### src/rtl/retro_bram_loader.sv
// retro_bram_loader: packs a valid/ready byte stream little-endian into
// DataBusWidth-wide words and writes them to consecutive BRAM word addresses
// starting at a programmable base. Reports Busy/Done and a 16-bit byte sum.
module retro_bram_loader #(
    parameter int AddressBusWidth = 16,
    parameter int DataBusWidth    = 8,
    parameter int LengthWidth     = 20
) (
    input  logic                       Clk,
    input  logic                       nReset,
    input  logic                       Start,
    input  logic                       Abort,
    input  logic [AddressBusWidth-1:0] BaseAddress,
    input  logic [LengthWidth-1:0]     Length,
    input  logic [7:0]                 InData,
    input  logic                       InValid,
    output logic                       InReady,
    output logic [AddressBusWidth-1:0] MemAddress,
    output logic [DataBusWidth-1:0]    MemWriteData,
    output logic                       MemWrite,
    input  logic                       MemReady,
    output logic                       Busy,
    output logic                       Done,
    output logic [15:0]                Checksum
);

    localparam int unsigned BPW       = DataBusWidth / 8;
    localparam int unsigned LaneWidth = (BPW > 1) ? $clog2(BPW) : 1;
    localparam logic [LaneWidth-1:0] LastLane = LaneWidth'(BPW - 1);

    localparam logic [1:0] IDLE    = 2'd0;
    localparam logic [1:0] COLLECT = 2'd1;
    localparam logic [1:0] WRITE   = 2'd2;
    localparam logic [1:0] FINISH  = 2'd3;

    logic [1:0]             state_q;
    logic [1:0]             state_d;
    logic [LengthWidth-1:0] remaining_q;
    logic [LaneWidth-1:0]   lane_q;
    logic                   byte_hs;
    logic                   write_hs;
    logic                   start_ok;
    logic                   aborting;

    // Handshake strobes; stream and memory strobes depend on state only.
    always_comb begin
        InReady  = (state_q == COLLECT);
        MemWrite = (state_q == WRITE);
        byte_hs  = InReady && InValid;
        write_hs = MemWrite && MemReady;
        start_ok = (state_q == IDLE) && Start && !Abort;
        aborting = (state_q != IDLE) && Abort;
    end

    // Next-state selection; Abort overrides everything outside IDLE.
    always_comb begin
        state_d = state_q;
        if (aborting) begin
            state_d = IDLE;
        end else begin
            case (state_q)
                IDLE: begin
                    if (start_ok) begin
                        state_d = (Length == '0) ? FINISH : COLLECT;
                    end
                end
                COLLECT: begin
                    if (byte_hs && ((lane_q == LastLane) ||
                                    (remaining_q == LengthWidth'(1)))) begin
                        state_d = WRITE;
                    end
                end
                WRITE: begin
                    if (write_hs) begin
                        state_d = (remaining_q == '0) ? FINISH : COLLECT;
                    end
                end
                default: state_d = IDLE;
            endcase
        end
    end

    // State, packing datapath, address counter and status registers.
    always_ff @(posedge Clk or negedge nReset) begin
        if (!nReset) begin
            state_q      <= IDLE;
            remaining_q  <= '0;
            lane_q       <= '0;
            MemAddress   <= '0;
            MemWriteData <= '0;
            Checksum     <= '0;
            Busy         <= 1'b0;
            Done         <= 1'b0;
        end else begin
            state_q <= state_d;
            if (aborting) begin
                // A write completing on the abort edge still advances the
                // address; any partially packed word is dropped.
                Busy         <= 1'b0;
                lane_q       <= '0;
                MemWriteData <= '0;
                if (write_hs) begin
                    MemAddress <= MemAddress + AddressBusWidth'(1);
                end
            end else begin
                case (state_q)
                    IDLE: begin
                        if (start_ok) begin
                            MemAddress   <= BaseAddress;
                            remaining_q  <= Length;
                            lane_q       <= '0;
                            MemWriteData <= '0;
                            Checksum     <= '0;
                            Done         <= 1'b0;
                            Busy         <= 1'b1;
                        end
                    end
                    COLLECT: begin
                        if (byte_hs) begin
                            for (int unsigned i = 0; i < BPW; i++) begin
                                if (lane_q == LaneWidth'(i)) begin
                                    MemWriteData[8*i +: 8] <= InData;
                                end
                            end
                            Checksum    <= Checksum + {8'h00, InData};
                            remaining_q <= remaining_q - LengthWidth'(1);
                            lane_q      <= (lane_q == LastLane) ? '0 : lane_q + LaneWidth'(1);
                        end
                    end
                    WRITE: begin
                        if (write_hs) begin
                            MemAddress   <= MemAddress + AddressBusWidth'(1);
                            lane_q       <= '0;
                            MemWriteData <= '0;
                        end
                    end
                    default: begin
                        Busy <= 1'b0;
                        Done <= 1'b1;
                    end
                endcase
            end
        end
    end

endmodule

### config.mk
export PLATFORM = sky130hd
export DESIGN_NAME = retro_bram_loader
export DESIGN_NICKNAME = d
export VERILOG_FILES = /design/src/rtl/retro_bram_loader.sv
export SDC_FILE = /design/constraint.sdc
export NUM_CORES = 1
export LEC_CHECK = 0
export ABC_AREA = 1
export CAP_MARGIN = 20
export CORE_MARGIN = 5
export CORE_UTILIZATION = 40
export CTS_BUF_LIST = sky130_fd_sc_hd__clkbuf_4
export CTS_CLUSTER_SIZE = 28
export DETAILED_ROUTE_END_ITERATION = 6
export PLACE_DENSITY = 0.65
export SYNTH_ARGS = -nofsm -noshare
export SYNTH_HDL_FRONTEND = slang
export SYNTH_SLANG_ARGS = --single-unit
### constraint.sdc
create_clock -name Clk -period 2.7 [get_ports Clk]
set_input_delay 0.54 -clock Clk [delete_from_list [all_inputs] [get_ports Clk]]
set_output_delay 0.54 -clock Clk [all_outputs]
set_load 0.01 [all_outputs]
### After elaboration in Yosys (flattened, before gate mapping)

Cells that the tools add are included.

* register bits after elaboration: 65
* output and inout bits: 44
* word-level logic and storage cells: 82

* add/subtract/negate cells: 4
* equal/unequal tests: 11
* mux-type cells: 33
* bitwise gates (word level): 3
* reduce and logical (&&, ||, !) cells: 23

Operators with widths (number)
* $mux W16: 5
* $pmux W16 S2: 2
* $logic_not A20 Y1: 2
* $mux W20: 2
* $mux W8: 5
* $pmux W20 S2: 1
* $pmux W8 S3: 1
* $eq A20 B1 Y1 const B: 1
* $sub A20 B1 Y20 const B: 1
* $add A16 B1 Y16 const B: 1
* $add A16 B8 Y16: 1
* $mux W2: 6
* $ne A3 B1 Y1 const B: 3
* $reduce_and A4 Y1: 2
* $mux W1: 7
* $logic_and A1 B1 Y1: 6
* $pmux W2 S3: 1
* $reduce_and A3 Y1: 2
* $reduce_and A5 Y1: 1
* $ne A2 B1 Y1 const B: 2
* $pmux W1 S2: 2
* $reduce_and A2 Y1: 2
* $reduce_bool A2 Y1: 2
* $reduce_bool A4 Y1: 1
* 13 further kinds: 15

### Longest topological paths before layout

* word-level depth: 6
* depth in mapped cells: 13
* gate-level depth less buffers: 11

### Worst setup path before layout

OpenSTA, ideal clock, no wires.

* path type: input-to-reg
* start: in InData[0]
* end: reg Checksum[12]
* setup time: 119 ps
* data arrival time: 1824 ps
* slack: 756 ps
* stages on the path: 9
* cells stage by stage: ha_1 > inv_1 > fa_1 > nor2_1 > nor2_1 > o21ai_0 > nand3_1 > nand2_1 > nor2_1

* longest elaborated chain between the ends: 3

RTL lines
* start: declaration: line 15 `input logic [7:0] InData,`
* $add A16 B8 Y16: line 125 `Checksum <= Checksum + {8'h00, InData};`
* $mux W16: line 119 `if (byte_hs) begin`
* $pmux W16 S2: line 106 `case (state_q)`
* end signal: assignment: line 125
* end: declaration: line 24 `output logic [15:0] Checksum`

Every way passes these cells. The select of a mux whose other input is x is not followed.
A chain may end at the register's enable or synchronous reset.

### Worst setup path after layout

* start: reg state_q[0]
* end: out MemWrite

* longest elaborated chain between the ends: 1

RTL lines
* start: declaration: line 36 `logic [1:0] state_q;`
* start signal: assignment: line 95 `state_q <= state_d;`
* $eq A2 B2 Y1: line 48 `MemWrite = (state_q == WRITE);`
* end: declaration: line 20 `output logic MemWrite,`

Every way passes these cells.

==> metrics.md <==
| Metric | Value |
|---|---|
| Status | finished, final reports clean |
| FFs w/ async S/R, synth | 100% |
| Post-CTS setup buffers | 0 |
| Slew @ Worst Pin | roughly 620 ps |
| Skew-Pair Late Insertion Delay | 400 ps |
| Yosys reg bits | 64 |
| Total number of vias | roughly 4700 |
| Starting Density | a little over 40% |
| Clock Tree Buf Depth | 2 |
| CTS Buf Count | 9 |
| Setup violators final | 0 |
| Gr ovfl total | 0 |
| Met2 Track Usage GR | between 30% and 40% |
| PD cells | 970 mW/mm2 |
| WP data required | between 2000 and 2500 ps |
| GP Congestion | 0.955 |
| Post-Syn Nets | 733 |
| Buffers on Ports | 93 |
| Max cap viols | 0 |
| DIE HEIGHT | 115 um |
| CP arrival | 1960 ps |
| Highest clock rate | between 400 and 500 MHz |
| Resized cells post-CTS | 0 |
| Hold Vio Cnt, Final | 0 |
| Post-Route WL | around 12000 um |
| Core area | 0.0108 mm2 |
| Startpoint types | register |
| Gr usage total | 19.2% |
| DR DRC count | 0 |
| Nets@finish | 832 |
| Synthesized area | around 0.0044 mm2 |
| Yosys synthesis warning count | 0 |
| Syn Inst Count | between 600 and 700 |
| M1 GR Usage | about a quarter |
| Initial antenna violation count | 0 |
| Num Clock Sinks | 64 |
| Setup_tns | 0 ps |
| Largest net degree at the start of global routing | 41 |
| Post-DP HPWL | 9530 um |
| Seq/Total Area, Yosys | 36.1% |
| First-pass GRT wire length | 20800 um |
| Final Skew | 15.4 ps |
| Area growth from synthesis to layout | 26.8% |
| Syn avg cell area | 6.66 um2 |
| Full die area | between 0.01 and 0.015 mm2 |
| Slew HR | roughly three fifths |
| Rows | 38 |
| Worst-path clk slew | 120 ps |
| Setup CP Type | register to primary output |
| Routed Antenna Nets | 0 |
| Ports | 94 |
| Critical Path End Type | primary output |
| Share of layout cells above drive strength 1 | 5.97% |
| Starting DRT DRC Count | 422 |
| TritonCTS clock tree | yes |
| VDD IR max | ~0.41 mV |
| First-pass DRT Iterations | 6 |
| Htree depth | 3 |
| Final Power | 5.46 mW |
| Fillers | 1127 |
| Final antenna diode count | 0 |
| # hold bufs at CTS | 0 |
| Max FO, Critical Path | 7 |
| Wirelength per Cell | around 14 um |
| Final Cycle Share | 92.5% |
| Number of synthesized flops with an enable pin | 0 |
| Global routing usage on met3 | 3.37% |
| Leakage | 2.67 nW |
| Synth Flop Type | dfrtp_1 |
| Worst Hold Class | primary input to asynchronous set/reset pin |
| Die width | ~120 um |
| Routed via count divided by cell count | 5.11 |
| Post-layout minimum cycle time | 2500 ps |
| GRT busiest layer | met2 |
| RSZ-0062 raised after global routing | no |
| Vias in the first global route | between 4000 and 5000 |
| Netlist cell types | 33 |
| Final Max Slew Viols | 0 |
| Root Driver | clkbuf_4 |
sequential cells by signal, summed over array words and instances (netlist names):
name          count
remaining_q      20
Checksum         16
Busy              1
Done              1
state_q           2
MemWriteData      8
MemAddress       16
layer usage:
metal  part of all wire [%]  vias up
met2                     46      143
met1                     46     2119
met3                    6.4       18
met4                    1.4        0
met5                      0        -
li1                       -     2379
cell usage in the layout (no fill, tap or decap), types with 3 or more instances in the layout:
master and n:
nand2_1 191, nor2_1 94, clkdlybuf4s50_1 92, inv_1 68, dfrtp_1 64, nand3_1 62, o21ai_0 44, a21oi_1 32
ha_1 15, nor3_1 14, o21ai_1 13, clkbuf_4 11, o22ai_1 9, buf_4 9, nor2_2 8, nand4_1 7
inv_2 6, clkinv_1 4, a21oi_2 3, xor2_1 3
area by class of cell:
| class | instances | area, um2 | share of cell area [%] |
|---|---|---|---|
| repair buffers | 103 | 1010 | 18.0 |
| inverters | 75 | 282 | 5.00 |
| well taps | 140 | 175 | 3.11 |
| clock inverters | 5 | 23.8 | 0.422 |
| multi-input cells | 513 | 2450 | 43.6 |
| clock buffers | 11 | 82.6 | 1.47 |
| flip-flops and latches | 64 | 1600 | 28.4 |
logic make-up after synthesis:
logic type      Yosys count  synth area share [%]
flops                    64                  36.1
buf+inv                  90                  8.70
fa+ha+maj                16                  4.68
compound gates          110                  13.5
simple gates            383                  36.3
xor+xnor                  4                 0.789
final timing paths:
kind | slack [ps] | start | to | cells past startpoint
max in group asynchronous | 1900 | nReset | remaining_q[9] | 2
max | 200 | state_q[0] | MemWrite | 3
min | 140 | nReset | MemWriteData[5] | 1
min reg2reg | 530 | remaining_q[17] | remaining_q[17] | 2
min in group Clk | 530 | remaining_q[17] | remaining_q[17] | 2
max reg2reg | 440 | state_q[1] | remaining_q[6] | 10
critical path: stages, from the launching register on:
cell	delay [ps]
dfrtp_1	430
inv_1	130
ha_1	390
clkdlybuf4s50_1	610
metrics by stage:
stage	worst slack, ps	util [%]	instance area (um2)	hold slack, ps	instances
detailed placement	138	51.0	5530	498	895
floorplan	756	-	4440	244	667
CTS	187	52.0	5630	130	911
global placement	204	51.0	5530	497	895
finish	203	52.0	5630	138	911
global route	114	52.0	5630	153	911
cell usage after synthesis, types with 4 or more instances:
master   number  area share, %
nor2_1       94            7.9
o21ai_1      13            1.5
dfrtp_1      64             36
buf_2         6           0.68
nor2_2        8            1.1
nor3_1       14            1.6
o21ai_0      44            5.0
ha_1         15            4.2
a21oi_1      32            3.6
nand3_1      62            7.0
nand4_1       7           0.99
nand2_1     191             16
o22ai_1       9            1.3
buf_6         4            1.0
inv_1        68            5.7
inv_2         6           0.51
power by group:
group	switching (mW)	total, mW	internal, mW
Sequential	0.397	1.75	1.35
Clock	0.358	0.558	0.200
Combinational	1.90	3.16	1.26
No activity file was read; power rests on OpenSTA's default activity.
